**config.mk**
```make
export PLATFORM = sky130hd
export DESIGN_NAME = reg_bank_dbg
export DESIGN_NICKNAME = d
export VERILOG_FILES = /design/src/rtl/kappa3_dbg_pkg.sv /design/src/rtl/reg_bank_dbg_scan_ctl.sv /design/src/rtl/reg_bank_dbg.sv
export SDC_FILE = /design/constraint.sdc
export NUM_CORES = 1
export LEC_CHECK = 0
export ABC_CLOCK_PERIOD_IN_PS = 2500
export BUFFER_PORTS_ARGS = -buffer_cell sky130_fd_sc_hd__buf_2
export CORE_MARGIN = 10
export CORE_UTILIZATION = 51
export CTS_CLUSTER_DIAMETER = 200
export DETAILED_ROUTE_END_ITERATION = 8
export HOLD_SLACK_MARGIN = 0.02
export MAX_ROUTING_LAYER = met4
export PLACE_DENSITY = 0.92
export SYNTH_ARGS = -nofsm -noshare
export SYNTH_HDL_FRONTEND = slang
export SYNTH_HIERARCHICAL = 1
export SYNTH_SLANG_ARGS = --single-unit
```
**constraint.sdc**
```tcl
create_clock -name clock -period 2.5 [get_ports clock]
set_clock_uncertainty 0.15 [all_clocks]
set_input_delay 0 -clock clock [delete_from_list [all_inputs] [get_ports clock]]
set_output_delay 0 -clock clock [all_outputs]
set_load 0.005 [all_outputs]
```
**src/rtl/kappa3_dbg_pkg.sv**
```systemverilog
// Shared types and helpers for the debug-loadable register bank.
package kappa3_dbg_pkg;

  // Scan controller states: IDLE accepts loads, SCAN shifts the whole bank.
  typedef enum logic [0:0] {
    IDLE = 1'b0,
    SCAN = 1'b1
  } scan_state_e;

  // Number of shifts in one complete scan, i.e. total bits held by the bank.
  function automatic int scan_len(input int nreg, input int width);
    return nreg * width;
  endfunction

endpackage

```
**src/rtl/reg_bank_dbg_scan_ctl.sv**
```systemverilog
// Scan controller: IDLE/SCAN FSM, shift counter, shift enable and done pulse.
// The FSM state is exported so the top can derive busy and checkers can bind to it.
module reg_bank_dbg_scan_ctl
  import kappa3_dbg_pkg::*;
#(
  parameter int WIDTH = 32,
  parameter int NREG  = 4,
  parameter int CW    = $clog2(NREG * WIDTH + 1)
) (
  input  logic        clock,
  input  logic        reset,
  input  logic        dbg_mode,
  input  logic        dbg_scan_start,
  output scan_state_e state,
  output logic        shift_en,
  output logic        dbg_done
);

  localparam logic [CW-1:0] SCAN_LEN = CW'(scan_len(NREG, WIDTH));

  logic [CW-1:0] cnt;

  // A shift happens on every SCAN cycle in which debug mode is still held.
  assign shift_en = (state == SCAN) && dbg_mode;

  // FSM with its counter and registered done pulse.
  always_ff @(posedge clock or negedge reset) begin
    if (!reset) begin
      state    <= IDLE;
      cnt      <= '0;
      dbg_done <= 1'b0;
    end else begin
      dbg_done <= 1'b0;
      case (state)
        IDLE: begin
          if (dbg_mode && dbg_scan_start) begin
            state <= SCAN;
            cnt   <= SCAN_LEN;
          end
        end
        SCAN: begin
          if (!dbg_mode) begin
            // Abort: leave the partially shifted bank as it is.
            state <= IDLE;
            cnt   <= '0;
          end else begin
            cnt <= cnt - 1'b1;
            if (cnt == CW'(1)) begin
              state    <= IDLE;
              dbg_done <= 1'b1;
            end
          end
        end
        default: begin
          state <= IDLE;
          cnt   <= '0;
        end
      endcase
    end
  end

endmodule

```
**src/rtl/reg_bank_dbg.sv**
```systemverilog
// Bank of NREG registers with functional loads, addressed debug write,
// registered debug readback and a serial scan chain through the whole bank.
//
// Handshake note: there is no valid/ready pair here. Loads are level-sampled
// strobes acting on the next rising clock; dbg_scan_start is a one-cycle
// request honoured only in IDLE with dbg_mode=1, dbg_busy covers the SCAN
// state and dbg_done is a one-cycle pulse after the last shift.
module reg_bank_dbg
  import kappa3_dbg_pkg::*;
#(
  parameter  int WIDTH = 32,
  parameter  int NREG  = 4,
  localparam int AW    = $clog2(NREG),
  localparam int CW    = $clog2(NREG * WIDTH + 1)
) (
  input  logic                  clock,
  input  logic                  reset,
  input  logic [NREG*WIDTH-1:0] in,
  input  logic [NREG-1:0]       ld,
  output logic [NREG*WIDTH-1:0] out,
  input  logic                  dbg_mode,
  input  logic [AW-1:0]         dbg_addr,
  input  logic [WIDTH-1:0]      dbg_in,
  input  logic                  dbg_ld,
  output logic [WIDTH-1:0]      dbg_rd,
  input  logic                  dbg_scan_start,
  input  logic                  dbg_si,
  output logic                  dbg_so,
  output logic                  dbg_busy,
  output logic                  dbg_done
);

  localparam int NW = NREG * WIDTH;

  // Register i lives in bank_q[i*WIDTH +: WIDTH]; the flat vector is also the
  // scan chain, with dbg_si entering at the top and dbg_so leaving at bit 0.
  logic [NW-1:0]    bank_q;
  logic [WIDTH-1:0] rd_val;
  scan_state_e      scan_state;
  logic             shift_en;

  reg_bank_dbg_scan_ctl #(
    .WIDTH (WIDTH),
    .NREG  (NREG),
    .CW    (CW)
  ) u_scan_ctl (
    .clock          (clock),
    .reset          (reset),
    .dbg_mode       (dbg_mode),
    .dbg_scan_start (dbg_scan_start),
    .state          (scan_state),
    .shift_en       (shift_en),
    .dbg_done       (dbg_done)
  );

  assign out      = bank_q;
  assign dbg_so   = bank_q[0];
  assign dbg_busy = (scan_state == SCAN);

  // Readback mux; addresses beyond the last register read as zero.
  always_comb begin
    rd_val = '0;
    for (int i = 0; i < NREG; i++) begin
      if (dbg_addr == AW'(i)) rd_val = bank_q[i*WIDTH +: WIDTH];
    end
  end

  // Register bank update: scan shift, else debug write, else functional loads.
  always_ff @(posedge clock or negedge reset) begin
    if (!reset) begin
      bank_q <= '0;
      dbg_rd <= '0;
    end else begin
      dbg_rd <= rd_val;
      if (shift_en) begin
        bank_q <= {dbg_si, bank_q[NW-1:1]};
      end else if (!dbg_busy) begin
        // While busy (including an abort cycle) all loads are blocked.
        if (dbg_mode) begin
          for (int i = 0; i < NREG; i++) begin
            if (dbg_ld && (dbg_addr == AW'(i))) bank_q[i*WIDTH +: WIDTH] <= dbg_in;
          end
        end else begin
          for (int i = 0; i < NREG; i++) begin
            if (ld[i]) bank_q[i*WIDTH +: WIDTH] <= in[i*WIDTH +: WIDTH];
          end
        end
      end
    end
  end

endmodule

```
==> results.yml <==
run_status:
  status: "finished, final reports clean"
setup_path:
  crit_top_cell: "dlygate4sd3_1"
  crit_start: "dbg_mode"
  start_kind: "input pin"
  rr_endpoint: "out[21]"
  worst-r2r-setup-slack_ns: 0.18
  path_cells: "dlygate4sd3_1 -> buf_6 -> buf_16 -> mux2i_1 -> dlygate4sd3_1 -> o21ai_0 -> mux2_2"
  cp-endpoint: "out[53]"
  slowest_delay_ns: 0.60
  crit_arrival_ns: 2.53
  cp_data_required_time_ns: 2.66
  cp-end-kind: "register"
  crit_type: "in -> reg"
  cp_max_fo: 56
  r2r_start: "u_scan_ctl/state"
  slowest_stage: "dlygate4sd3_1"
  r2r_cells: 5
pwr:
  power_density_nw_per_um2: 697
  ir_worst_vdd_uv: 524
  leakagePower_nw: 6.76
  power.internal_mw: 6.69
  switching_power_mw: 3.47
  p_clk_share_pct: 23.8
  total_power_mw: 10.2
  comb_power_share_pct: 33.6
  p_sw_share_pct: 34.2
  p_seq_share_pct: 42.6
detailed_routing:
  vias: 10028
  via_per_inst: 6.06
  first_pass_iters: 8
  drtIter0Drc: 970
  drcViolationCount: 0
  postRouteAntennaNets: 0
  totalWireLength_um: 42100
  wl_per_cell_um: 25.4
yosys:
  synth-xor-area-share_pct: 0
  synthArstFlopShare_pct: 100
  ys_top_cells_by_area: "dfrtp_1, mux2_2, mux2i_1, mux4_2, o21ai_0"
  yosys_warnings: 6
  yosys-mux-area-fraction_pct: 36.0
  syn-cell-area_um2: 9590
  synth_area_leader_cell: "dfrtp_1"
  synth_top_cell_area_share_pct: 44.4
  syn_avg_cell_area_um2: 11.5
  syn-num-nets: 1011
  synth_edf_count: 0
  ys_seq_area_share_pct: 44.4
  synth-simple-area-share_pct: 6.72
  synth-adder-area-share_pct: 0.261
  synth_compound_area_share_pct: 8.73
  synth_top_family_by_area: "multiplexers"
  ys_ff_latch: 170
  ys_types: 38
  ys.flop_type: "dfrtp_1"
  netlist_instances: 837
global_routing:
  track_usage_pct: 33.8
  grt_overflow: 0
  grt_pass1_wl_um: 62300
  grt_max_degree: 188
  grt_pass1_vias: 10854
  antenna_found_initial: 9
final_layout:
  n_fill_cell: 1014
  postLayoutCoreUtil_pct: 78.5
  design_area_um2: 14600
  area_growth_pct: 52.1
  ff_latch_area_um2: 4250
  fin_nets: 1574
  drive_above_1_share_pct: 38.4
  multiInputGateArea_um2: 4960
  layout.cells.non_filler: 1654
placement:
  io_buffers: 334
  placedCellCount: 1356
  hpwl_um: 22700
  place_congestion: 0.881
  post_dp_cell_area_um2: 11400
sta:
  clock.fmax_mhz: 422
  post-route-period-util_pct: 94.7
  slew_violations: 0
  hold_viol_final: 0
  rsz0062_at_grt: "no"
  finalSetupViolCount: 0
  slew_headroom_pct: 53.5
  min_period_ns: 2.37
  tightest_slew_ns: 0.698
  fin_tns_setup_ns: 0
floorplanning:
  rows: 50
  die_x_um: 157
  coreArea_um2: 18600
  die_area_um2: 24700
  start_util_pct: 51.6
  ioPinCount: 335
  fp.dieH_um: 157
clock_network:
  cts.sinks: 170
  numCtsBuffers: 17
  clk_latency_ns: 0.43
  htree_levels: 4
  cts_tree: "done"
  clockBufferDepth: 2
  path_clk_slew_ns: 0.07
  cts_root_buf: "clkbuf_16"
run:
  maxCapViolCount: 0
worst_hold_path:
  hp-class: "in -> async"
## cell usage after synthesis, types with 4 or more instances
cell      count
a21oi_1       6
o21ai_0     130
mux2i_1     129
o21bai_1      5
nand2_1     132
inv_1         6
clkbuf_1     25
dfrtp_1     170
nor2_1        5
mux4_2       32
mux2_1        7
mux2_2      121
buf_2        21
buf_4        14
buf_6         4
## cells in the final DEF (no fill, tap or decap), types with 3 or more instances in the layout
| cell | count |
|---|---|
| mux2_1 | 7 |
| a22oi_2 | 3 |
| mux2i_1 | 129 |
| clkinv_2 | 7 |
| buf_4 | 9 |
| dlygate4sd3_1 | 257 |
| buf_12 | 5 |
| buf_2 | 332 |
| clkbuf_8 | 3 |
| inv_1 | 5 |
| o21bai_1 | 5 |
| nor2_1 | 5 |
| o21ai_0 | 130 |
| nand3_1 | 3 |
| diode_2 | 10 |
| mux2_2 | 121 |
| clkbuf_16 | 18 |
| dfrtp_1 | 170 |
| nand2_1 | 132 |
| mux4_2 | 32 |
| a21oi_1 | 6 |
## stage by stage
step / worst slack [ns] / hold slack (ns)
6_report: 0.133 / 0.0227
3_5_place_dp: 0.216 / -0.151
2_1_floorplan: 0.340 / -0.446
5_1_grt: 0.0644 / 0.0281
4_1_cts: 0.0431 / 0.0245
3_3_place_gp: 0.335 / -0.162
## power by group through the flow
stage | combinational [mW] | sequential, mW | clock, mW
detailed placement | 2.84 | 4.26 | 0
global placement | 2.72 | 4.21 | 0
floorplan | 1.41 | 4.13 | 0
global route | 3.63 | 4.38 | 2.53
finish | 3.42 | 4.33 | 2.42
CTS | 3.24 | 4.23 | 2.42
## cell families after synthesis
kind of cell,after synthesis
AOI/OAI and AO/OA,152
adders and majority gates,2
buffers and inverters,70
DFF,170
muxes,289
and+or+nand+nor,154
## worst max-delay path, delay by kind of cell
kind | cells | cell delay (ns)
buf+inv | 4 | 1.68
mux | 2 | 0.65
compound gates | 1 | 0.09
## state kept, by name (all words and copies together), names as in the netlist
| signal | count |
|---|---|
| out | 128 |
| u_scan_ctl/state | 1 |
| u_scan_ctl/dbg_done | 1 |
| u_scan_ctl/cnt | 8 |
| dbg_rd | 32 |
## worst min path at each step
stage	startpoint	end	slack, ns
finish	reset	out[16]	0.02
global route	dbg_in[27]	out[59]	0.03
CTS	dbg_in[29]	out[29]	0.02
detailed placement	reset	dbg_rd[17]	-0.15
global placement	reset	out[113]	-0.16
floorplan	reset	dbg_rd[0]	-0.45
## final cells by class
class,count,share of cell area [%]
clock inverter,9,0.352
tap,234,2.01
antenna,10,0.172
timing repair buffer,608,30.9
clock buffer,20,3.20
sequential,170,29.2
multi-input combinational,597,34.0
inverter,6,0.189
## what timing repair did
item,CTS,global route
hold buffers,258,0
endpoints found under the hold margin,305,0
resized for setup,0,1
endpoints found under the setup margin,0,102
buffers inserted,0,0
## layer usage
| metal | wire (um) | global-route usage (%) |
|---|---|---|
| met1 | 14600 | 34.7 |
| met2 | 21000 | 56.2 |
| met3 | 3400 | 7.70 |
| met4 | 3030 | 24.6 |
| met5 | 0 | - |
No activity file was read; power rests on OpenSTA's default activity.
